$ cat config.mk
export PLATFORM = sky130hd
export DESIGN_NAME = lsu_ctrl
export DESIGN_NICKNAME = d
export VERILOG_FILES = /design/src/rtl/lsu_pkg.sv /design/src/rtl/lsu_align.sv /design/src/rtl/lsu_ctrl.sv
export SDC_FILE = /design/constraint.sdc
export NUM_CORES = 1
export LEC_CHECK = 0
export ABC_AREA = 1
export CORE_ASPECT_RATIO = 1.1
export CORE_MARGIN = 2
export CORE_UTILIZATION = 50
export DETAILED_ROUTE_END_ITERATION = 7
export PLACE_DENSITY = 0.79
export SYNTH_ARGS = -nofsm -noshare
export SYNTH_HDL_FRONTEND = slang
export SYNTH_SLANG_ARGS = --single-unit
$ cat constraint.sdc
create_clock -name clk -period 14.68 [get_ports clk]
set_input_delay 4.404 -clock clk [delete_from_list [all_inputs] [get_ports clk]]
set_output_delay 4.404 -clock clk [all_outputs]
set_load 0.005 [all_outputs]
$ cat src/rtl/lsu_pkg.sv
// Shared types and helpers for the load/store controller: FSM state encoding,
// access-size encodings and the per-size byte mask.
package lsu_pkg;

  typedef enum logic [2:0] {
    ST_IDLE,
    ST_REQ0,
    ST_WAIT0,
    ST_REQ1,
    ST_WAIT1,
    ST_DONE,
    ST_ERR
  } lsu_state_e;

  localparam logic [1:0] SZ_B = 2'd0;
  localparam logic [1:0] SZ_H = 2'd1;
  localparam logic [1:0] SZ_W = 2'd2;
  localparam logic [1:0] SZ_D = 2'd3;

  function automatic logic [7:0] byte_mask(input logic [1:0] size);
    case (size)
      SZ_B:    byte_mask = 8'h01;
      SZ_H:    byte_mask = 8'h03;
      SZ_W:    byte_mask = 8'h0F;
      default: byte_mask = 8'hFF;
    endcase
  endfunction

endpackage

$ cat src/rtl/lsu_align.sv
// Combinational lane steering: byte strobes and write data for both bus beats,
// split detection, and merge/extension of load data from the two beats.
module lsu_align
  import lsu_pkg::*;
#(
  parameter int XLEN  = 64,
  parameter int W     = XLEN / 8,
  parameter int OFF_W = $clog2(XLEN / 8)
) (
  input  logic [OFF_W-1:0] off,
  input  logic [1:0]       size,
  input  logic             sgn,
  input  logic [XLEN-1:0]  wdata,
  input  logic [XLEN-1:0]  beat0,
  input  logic [XLEN-1:0]  beat1,
  output logic             split,
  output logic [W-1:0]     strb0,
  output logic [W-1:0]     strb1,
  output logic [XLEN-1:0]  wdata0,
  output logic [XLEN-1:0]  wdata1,
  output logic [XLEN-1:0]  rdata
);

  logic [2*W-1:0]    m2;
  logic [2*XLEN-1:0] d2;
  logic [XLEN-1:0]   raw;
  logic              sign_bit;
  int unsigned       n;

  // Shifting into a double-width vector yields beat 0 in the low half and the
  // spill-over (mask >> (W-off), data >> 8*(W-off)) in the high half.
  assign n      = 32'd1 << size;
  assign split  = (32'(off) + n) > 32'(W);
  assign m2     = (2*W)'(byte_mask(size)) << off;
  assign d2     = {{XLEN{1'b0}}, wdata} << (8 * off);
  assign strb0  = m2[W-1:0];
  assign strb1  = m2[2*W-1:W];
  assign wdata0 = d2[XLEN-1:0];
  assign wdata1 = d2[2*XLEN-1:XLEN];
  assign raw    = XLEN'({beat1, beat0} >> (8 * off));

  always_comb begin
    case (size)
      SZ_B:    sign_bit = raw[7];
      SZ_H:    sign_bit = raw[15];
      SZ_W:    sign_bit = raw[31];
      default: sign_bit = raw[XLEN-1];
    endcase
    rdata = '0;
    for (int unsigned i = 0; i < W; i++) begin
      if (i < n) rdata[8*i +: 8] = raw[8*i +: 8];
      else       rdata[8*i +: 8] = {8{sgn & sign_bit}};
    end
  end

endmodule

$ cat src/rtl/lsu_ctrl.sv
// Load/store controller: one request at a time over a ready/valid bus, with
// word-crossing accesses split into two beats and extended load results.
module lsu_ctrl
  import lsu_pkg::*;
#(
  parameter int XLEN   = 64,
  parameter int ADDR_W = 64
) (
  input  logic                clk,
  input  logic                rst,
  input  logic                req_valid,
  output logic                req_ready,
  input  logic                req_wr,
  input  logic [1:0]          req_size,
  input  logic                req_signed,
  input  logic [ADDR_W-1:0]   req_addr,
  input  logic [XLEN-1:0]     req_wdata,
  output logic                resp_valid,
  output logic [XLEN-1:0]     resp_rdata,
  output logic                resp_err,
  output logic                busy,
  output logic                bus_valid,
  input  logic                bus_ready,
  output logic                bus_wr,
  output logic [ADDR_W-1:0]   bus_addr,
  output logic [XLEN/8-1:0]   bus_strb,
  output logic [XLEN-1:0]     bus_wdata,
  input  logic                bus_rvalid,
  input  logic [XLEN-1:0]     bus_rdata
);

  localparam int W     = XLEN / 8;
  localparam int OFF_W = $clog2(W);

  lsu_state_e        state, state_nxt;
  logic              r_wr, r_signed;
  logic [1:0]        r_size;
  logic [ADDR_W-1:0] r_addr, base_addr, beat_addr;
  logic [XLEN-1:0]   r_wdata, r_rdata0, r_result;
  logic              accept, illegal, split;
  logic [W-1:0]      strb0, strb1;
  logic [XLEN-1:0]   wdata0, wdata1, ld_data, beat0_src;

  assign accept  = req_valid && req_ready;
  assign illegal = (XLEN == 32) && (req_size == SZ_D);

  // While beat 0 is returning, merge straight from the bus so a non-split
  // load can be captured in the same cycle.
  assign beat0_src = (state == ST_WAIT0) ? bus_rdata : r_rdata0;

  lsu_align #(.XLEN(XLEN)) u_align (
    .off    (r_addr[OFF_W-1:0]),
    .size   (r_size),
    .sgn    (r_signed),
    .wdata  (r_wdata),
    .beat0  (beat0_src),
    .beat1  (bus_rdata),
    .split  (split),
    .strb0  (strb0),
    .strb1  (strb1),
    .wdata0 (wdata0),
    .wdata1 (wdata1),
    .rdata  (ld_data)
  );

  always_ff @(posedge clk or posedge rst) begin
    if (rst) begin
      state    <= ST_IDLE;
      r_wr     <= 1'b0;
      r_signed <= 1'b0;
      r_size   <= '0;
      r_addr   <= '0;
      r_wdata  <= '0;
      r_rdata0 <= '0;
      r_result <= '0;
    end else begin
      state <= state_nxt;
      if (accept) begin
        r_wr     <= req_wr;
        r_signed <= req_signed;
        r_size   <= req_size;
        r_addr   <= req_addr;
        r_wdata  <= req_wdata;
      end
      if (state == ST_WAIT0 && bus_rvalid) begin
        r_rdata0 <= bus_rdata;
        r_result <= ld_data;
      end
      if (state == ST_WAIT1 && bus_rvalid) r_result <= ld_data;
    end
  end

  always_comb begin
    state_nxt  = state;
    req_ready  = 1'b0;
    bus_valid  = 1'b0;
    resp_valid = 1'b0;
    resp_err   = 1'b0;
    case (state)
      ST_IDLE: begin
        req_ready = 1'b1;
        if (req_valid) state_nxt = illegal ? ST_ERR : ST_REQ0;
      end
      ST_REQ0: begin
        bus_valid = 1'b1;
        if (bus_ready) state_nxt = ST_WAIT0;
      end
      ST_WAIT0: if (bus_rvalid) state_nxt = split ? ST_REQ1 : ST_DONE;
      ST_REQ1: begin
        bus_valid = 1'b1;
        if (bus_ready) state_nxt = ST_WAIT1;
      end
      ST_WAIT1: if (bus_rvalid) state_nxt = ST_DONE;
      ST_DONE: begin
        resp_valid = 1'b1;
        state_nxt  = ST_IDLE;
      end
      ST_ERR: begin
        resp_valid = 1'b1;
        resp_err   = 1'b1;
        state_nxt  = ST_IDLE;
      end
      default: state_nxt = ST_IDLE;
    endcase
  end

  assign base_addr  = r_addr & ~ADDR_W'(W - 1);
  assign beat_addr  = (state == ST_REQ1) ? base_addr + ADDR_W'(W) : base_addr;
  assign bus_addr   = bus_valid ? beat_addr : '0;
  assign bus_strb   = bus_valid ? ((state == ST_REQ1) ? strb1 : strb0) : '0;
  assign bus_wdata  = bus_valid ? ((state == ST_REQ1) ? wdata1 : wdata0) : '0;
  assign bus_wr     = bus_valid && r_wr;
  assign resp_rdata = (state == ST_DONE && !r_wr) ? r_result : '0;
  assign busy       = (state != ST_IDLE);

endmodule

==> run_results.csv, run 1 <==
group,metric,value,unit
status,status,"finished, violations left",
status,violations,"design-rule violations",
setup_path,worst_r2r_endpoint,"r_result[44]$_DFFE_PP0P_",
setup_path,path_class,"reg -> out",
timing,fin_crit_sh,65.1,%
logic_synthesis,ys_top_cells_by_area,"dfrtp_1 (33%), nand2_1 (13%), o21ai_0 (8.5%), inv_1 (7.1%), nor2_1 (6.2%)",
logic_synthesis,yosys_warnings,0,
timing,fmax,0.105,GHz
timing,setup_viol,0,
timing,whs,0.482,ns
clock_network,clock_latency,0.59,ns
floorplan,rows,76,
clock_network,clock_path_buffers,3,
finish,final_core_util,62.9,%
power_and_ir_drop,power_density,232,nW/µm²
floorplan,die_w,193,µm
logic_synthesis,synth.top_cells.by_count,"nand2_1 (658), inv_1 (371), o21ai_0 (334)",
floorplan,dieArea,40900,µm²
global_routing,globalRouteTotalUtil,39.0,%
logic_synthesis,yosysUniqueCellTypes,60,
finish,area_delta_synth_final,24.7,%
timing,slew_violations,0,
timing,relSlewSlack,21.1,%
timing,finalHoldViolations,0,
min_path,hold_path_class,"reg -> reg",
floorplan,core-area,39000,µm²
logic_synthesis,synth_edf_count,0,
global_routing,grt_pass1_vias,21200,
power_and_ir_drop,p_leak,11.6,nW
setup_path,critical_path_required,10.28,ns
timing,min_period,9.56,ns
global_routing,antenna_found_initial,7,
global_routing,grt_first_pass_wirelength,122000,µm
detailed_routing,drt-vias-per-instance,5.87,
floorplan,die_h,212,µm
logic_synthesis,ys_seq_elements,263,
detailed_routing,drc,2,
min_path,min_from,"r_rdata0[28]$_DFFE_PP0P_",
clock_network,postCtsSetupBuffers,0,
global_routing,grt_max_degree,121,
clock_network,ctsHtreeMaxLevel,1,
timing,worst_slack,5.12,ns
setup_path,crit_chain,"nor2_4 > nand2_2 > nor2_1 > clkinv_1 > o22ai_1 > o21ai_0 > inv_1 > clkdlybuf4s50_1",
logic_synthesis,synth_top_area_cell,"dfrtp_1",
logic_synthesis,ys_seq_area_share,33.5,%
setup_path,reg2regPathDepth,12,
clock_network,cts_root_buf,"clkbuf_16",
floorplan,ios,407,
logic_synthesis,synthCells,2937,
clock_network,hold_buffers,0,
logic_synthesis,synth_most_common_cell,"nand2_1",
min_path,min_delay_worst_endpoint,"r_rdata0[28]$_DFFE_PP0P_",
setup_path,critPathMaxStageDelay,1.27,ns
placement,io_buffers,403,
run,max_cap_violations,0,
power_and_ir_drop,total_power,5.67,mW
power_and_ir_drop,ir_worst_vdd,123,µV
placement,post-dp-hpwl,59000,µm
clock_network,cts_buffers,30,
timing,skew,0.0287,ns
detailed_routing,avgRoutedWirePerCell,21.8,µm
detailed_routing,drtIter0Drc,2430,
logic_synthesis,synth_ff_type,"dfrtp_1",
logic_synthesis,synth_area,19700,µm²
logic_synthesis,synth_area_per_cell,6.69,µm²
setup_path,crit_path_end_kind,"output pin",
setup_path,worstPathArrival,5.15,ns
setup_path,crit_path_start_kind,"flop",
finish,drive_above_1_share,7.22,%
floorplan,start_util,50.4,%
placement,dp_slack,5.91,ns
timing,finalSetupTns,0,ns
logic_synthesis,async_reset_ff_share,100,%
timing,worst_pin_slew,1.18,ns
detailed_routing,via_count,21900,
setup_path,rrSetupSlack,9.72,ns
placement,gp_congestion,1.00,
finish,layout.nets,3402,
setup_path,crit_fanout,35,
logic_synthesis,synth.top_cell.area_share,33.5,%
global_routing,overflow,0,
min_path,hold_depth,2,
timing,rsz0062_at_grt,"false",
detailed_routing,ant_nets,0,
setup_path,rr_startpoint,"r_addr[1]$_DFFE_PP0P_",
clock_network,numClockSinks,263,
detailed_routing,wl,81100,µm
clock_network,cts.clk_slew.worst_paths,0.06,ns
setup_path,cp_slowest_cell,"clkinv_1",
clock_network,post_cts_resized,0,
detailed_routing,firstDrtPassIters,8,
clock_network,cts_tree,"done",
==> kinds of logic after synthesis <==
group	Yosys count	share of synthesized area (%)
simple gates	1287	28.4
compound gates	708	20.9
buf+inv	579	12.0
flops	263	33.5
mux	65	3.66
xor+xnor	30	1.34
fa+ha+maj	4	0.255
other cells	1	0.0191
==> final cells by class <==
cell class,instances,area (µm²)
clock buffers,45,868
multi-input cells,2097,10700
fillers,3599,14500
well taps,507,634
clock inverters,5,28.8
inverters,384,1460
repair buffers,421,4170
diodes,6,15.0
flip-flops and latches,263,6590
==> stage by stage <==
| stage | std cells | area [µm²] |
|---|---|---|
| after global placement | 3672 | 23600 |
| after CTS | 3722 | 24500 |
| final | 3728 | 24500 |
| after floorplan | 2939 | 19700 |
| after global routing | 3727 | 24500 |
| after detailed placement | 3672 | 23600 |
==> per-layer routing <==
metal	vias to the layer above	wire [µm]	GRT usage, %	part of all wire, %
met5	-	13	0	0.016
met4	2	6040	25.6	7.4
li1	10100	-	-	-
met1	10200	30400	46.5	37
met3	274	6560	6.08	8.1
met2	1268	38100	64.8	47
==> registers in the layout (all words and copies together) (netlist names) <==
signal / flops
r_rdata0: 64
r_signed: 1
r_addr: 64
r_wdata: 64
state: 3
r_wr: 1
r_result: 64
r_size: 2
==> cells in the final DEF, fill, tap and decap left out, types with 19 or more instances in the layout <==
cell and n:
nand2_1 656, clkdlybuf4s50_1 403, inv_1 369, o21ai_0 334, nor2_1 322, dfrtp_1 260, a21oi_1 181, nand3_1 145
mux2_2 55, nor3_1 53, o22ai_1 46, clkbuf_16 31, a22oi_2 30, o211ai_1 29, xor2_1 25, o21ai_1 22
o221ai_1 19
==> critical path, delay by kind of cell (launching register included) <==
kind / cells / cell delay (ns)
buf+inv: 3 / 1.90
flops: 1 / 0.56
compound gates: 2 / 0.69
simple gates: 3 / 1.39
==> how the worst max path moves through the flow <==
stage                             to  depth (start not counted)            startpoint  slack, ns
3_5_place_dp           bus_wdata[41]                          8  state[2]$_DFFE_PP0P_       5.91
4_1_cts                bus_wdata[41]                          8  state[2]$_DFFE_PP0P_       5.28
5_1_grt                bus_wdata[41]                          8  state[2]$_DFFE_PP0P_       4.94
2_1_floorplan  r_addr[0]$_DFFE_PP0P_                          1                   rst       3.04
3_3_place_gp           bus_wdata[41]                          8  state[2]$_DFFE_PP0P_       6.01
6_report               bus_wdata[41]                          8  state[2]$_DFFE_PP0P_       5.12
==> power by group <==
group / leakage, nW / switching, mW / internal (mW)
registers: 3.03 / 0.280 / 1.08
clock network: 0.442 / 0.318 / 0.403
logic: 8.10 / 2.31 / 1.28
Note: power is estimated with default switching activity, not from simulation.
==> run 2, diff against run 1 <==
==> constraint.sdc (replaced) <==
create_clock -name clk -period 8.8 [get_ports clk]
set_input_delay 2.64 -clock clk [delete_from_list [all_inputs] [get_ports clk]]
set_output_delay 2.64 -clock clk [all_outputs]
set_load 0.005 [all_outputs]
==> run_results.csv, run 2 (same netlist as run 1, synthesis figures left out) <==
group,metric,value,unit
clock_network,cts_tree,"done",
timing,skew,0.0156,ns
clock_network,cts.clk_slew.worst_paths,0.06,ns
timing,finalSetupTns,0,ns
min_path,hold_path_class,"reg -> reg",
timing,whs,0.482,ns
power_and_ir_drop,power_density,393,nW/µm²
detailed_routing,avgRoutedWirePerCell,21.7,µm
detailed_routing,drt-vias-per-instance,5.86,
detailed_routing,wl,81200,µm
clock_network,clock_latency,0.55,ns
placement,io_buffers,403,
setup_path,critical_path_required,6.16,ns
timing,min_period,7.36,ns
finish,layout.nets,3406,
detailed_routing,ant_nets,0,
timing,relSlewSlack,8.02,%
clock_network,cts_root_buf,"clkbuf_16",
setup_path,rrSetupSlack,4.55,ns
finish,final_common_cell,"nand2_1",
timing,fin_crit_sh,83.7,%
setup_path,worstPathArrival,4.72,ns
global_routing,grt_pass1_vias,21300,
setup_path,critPathMostFrequentCell,"nor2_1",
clock_network,ctsHtreeMaxLevel,2,
timing,finalHoldViolations,0,
setup_path,cp_slowest_cell,"clkinv_1",
floorplan,ios,407,
global_routing,grt_first_pass_wirelength,123000,µm
clock_network,numClockSinks,263,
floorplan,start_util,50.4,%
setup_path,crit_fanout,53,
status,status,"finished, final reports clean",
power_and_ir_drop,p_leak,11.7,nW
placement,gp_congestion,0.978,
clock_network,postCtsSetupBuffers,0,
setup_path,crit_path_end_kind,"output pin",
global_routing,grt_max_degree,211,
global_routing,overflow,0,
detailed_routing,drc,0,
setup_path,crit_path_start_kind,"flop",
global_routing,globalRouteTotalUtil,39.4,%
clock_network,clock_path_buffers,3,
finish,drive_above_1_share,7.59,%
floorplan,rows,76,
run,max_cap_violations,0,
power_and_ir_drop,total_power,9.75,mW
detailed_routing,firstDrtPassIters,6,
finish,fillers,3546,
floorplan,die_w,193,µm
clock_network,hold_buffers,0,
timing,worst_pin_slew,1.37,ns
setup_path,critPathMaxStageDelay,0.84,ns
setup_path,crit_chain,"inv_6 > nand2_4 > nor2_8 > nor2_1 > clkinv_1 > nand2_1 > nor2_1 > clkdlybuf4s50_1",
setup_path,path_class,"reg -> out",
timing,slew_violations,0,
timing,fmax,0.136,GHz
finish,layout_common_cells,"nand2_1 (656), clkdlybuf4s50_1 (403), inv_1 (369)",
power_and_ir_drop,ir_worst_vdd,214,µV
timing,rsz0062_at_grt,"false",
finish,area_delta_synth_final,26.3,%
clock_network,post_cts_resized,0,
global_routing,antenna_found_initial,11,
timing,setup_viol,0,
floorplan,dieArea,40900,µm²
detailed_routing,drtIter0Drc,2291,
detailed_routing,via_count,21900,
floorplan,die_h,212,µm
clock_network,cts_buffers,34,
floorplan,core-area,39000,µm²
placement,post-dp-hpwl,58200,µm
-- run 2: cell count changes in the layout (fill, tap and decap cells not counted) --
| cell | delta |
|---|---|
| buf_4 | -2 |
| clkbuf_1 | -2 |
| clkinv_4 | -1 |
| clkbuf_16 | +6 |
| buf_12 | +2 |
| bufinv_16 | +4 |
| clkinvlp_4 | +1 |
| diode_2 | +3 |
| clkbuf_8 | +1 |
| inv_8 | -1 |
| clkinv_2 | +3 |
-- run 2: final timing paths --
| kind | start | end | depth (start not counted) |
|---|---|---|---|
| max in group asynchronous | rst | r_result[18]$_DFFE_PP0P_ | 4 |
| worst min register to register | r_rdata0[12]$_DFFE_PP0P_ | r_rdata0[12]$_DFFE_PP0P_ | 2 |
| worst max register to register | r_addr[1]$_DFFE_PP0P_ | r_result[58]$_DFFE_PP0P_ | 10 |
| worst max-delay path | state[2]$_DFFE_PP0P_ | bus_wdata[30] | 8 |
| worst min-delay path | r_rdata0[12]$_DFFE_PP0P_ | r_rdata0[12]$_DFFE_PP0P_ | 2 |
| min in group asynchronous | rst | r_rdata0[58]$_DFFE_PP0P_ | 3 |
-- run 2: per-stage QoR --
step           cell area, µm²  instances  setup slack, ns  util [%]
2_1_floorplan           19700       2939             2.69         -
3_3_place_gp            23600       3672             2.20      60.6
3_5_place_dp            23600       3672             2.06      60.6
4_1_cts                 24800       3733             1.47      63.6
5_1_grt                 24800       3738             1.25      63.6
6_report                24800       3742             1.44      63.7
-- run 2: where the power goes --
group	switching, mW	leakage, nW	internal, mW
Combinational	3.80	8.11	2.15
Sequential	0.519	3.03	1.80
Clock	0.566	0.585	0.924
Total	4.89	11.7	4.87
-- run 2: layout make-up --
cell class | instances | area (µm²) | share of cell area, %
Tap cell | 507 | 634 | 2.56
Clock buffer | 50 | 1020 | 4.13
Antenna cell | 9 | 22.5 | 0.0908
Timing Repair Buffer | 421 | 4190 | 16.9
Inverter | 384 | 1460 | 5.87
Sequential cell | 263 | 6590 | 26.6
Clock inverter | 11 | 155 | 0.625
Multi-Input combinational cell | 2097 | 10700 | 43.3
-- run 2: worst max-delay path: cells and delay by family, from the launching register on --
family | cells | cell delay (ns)
buf+inv | 3 | 1.41
flops | 1 | 0.66
simple gates | 5 | 2.09
-- run 2: routing by layer --
metal | part of all wire, % | track usage [%]
met3 | 8.7 | 8.26
met2 | 46 | 63.7
met1 | 38 | 47.2
met5 | 0.051 | 0
met4 | 7.6 | 26.1
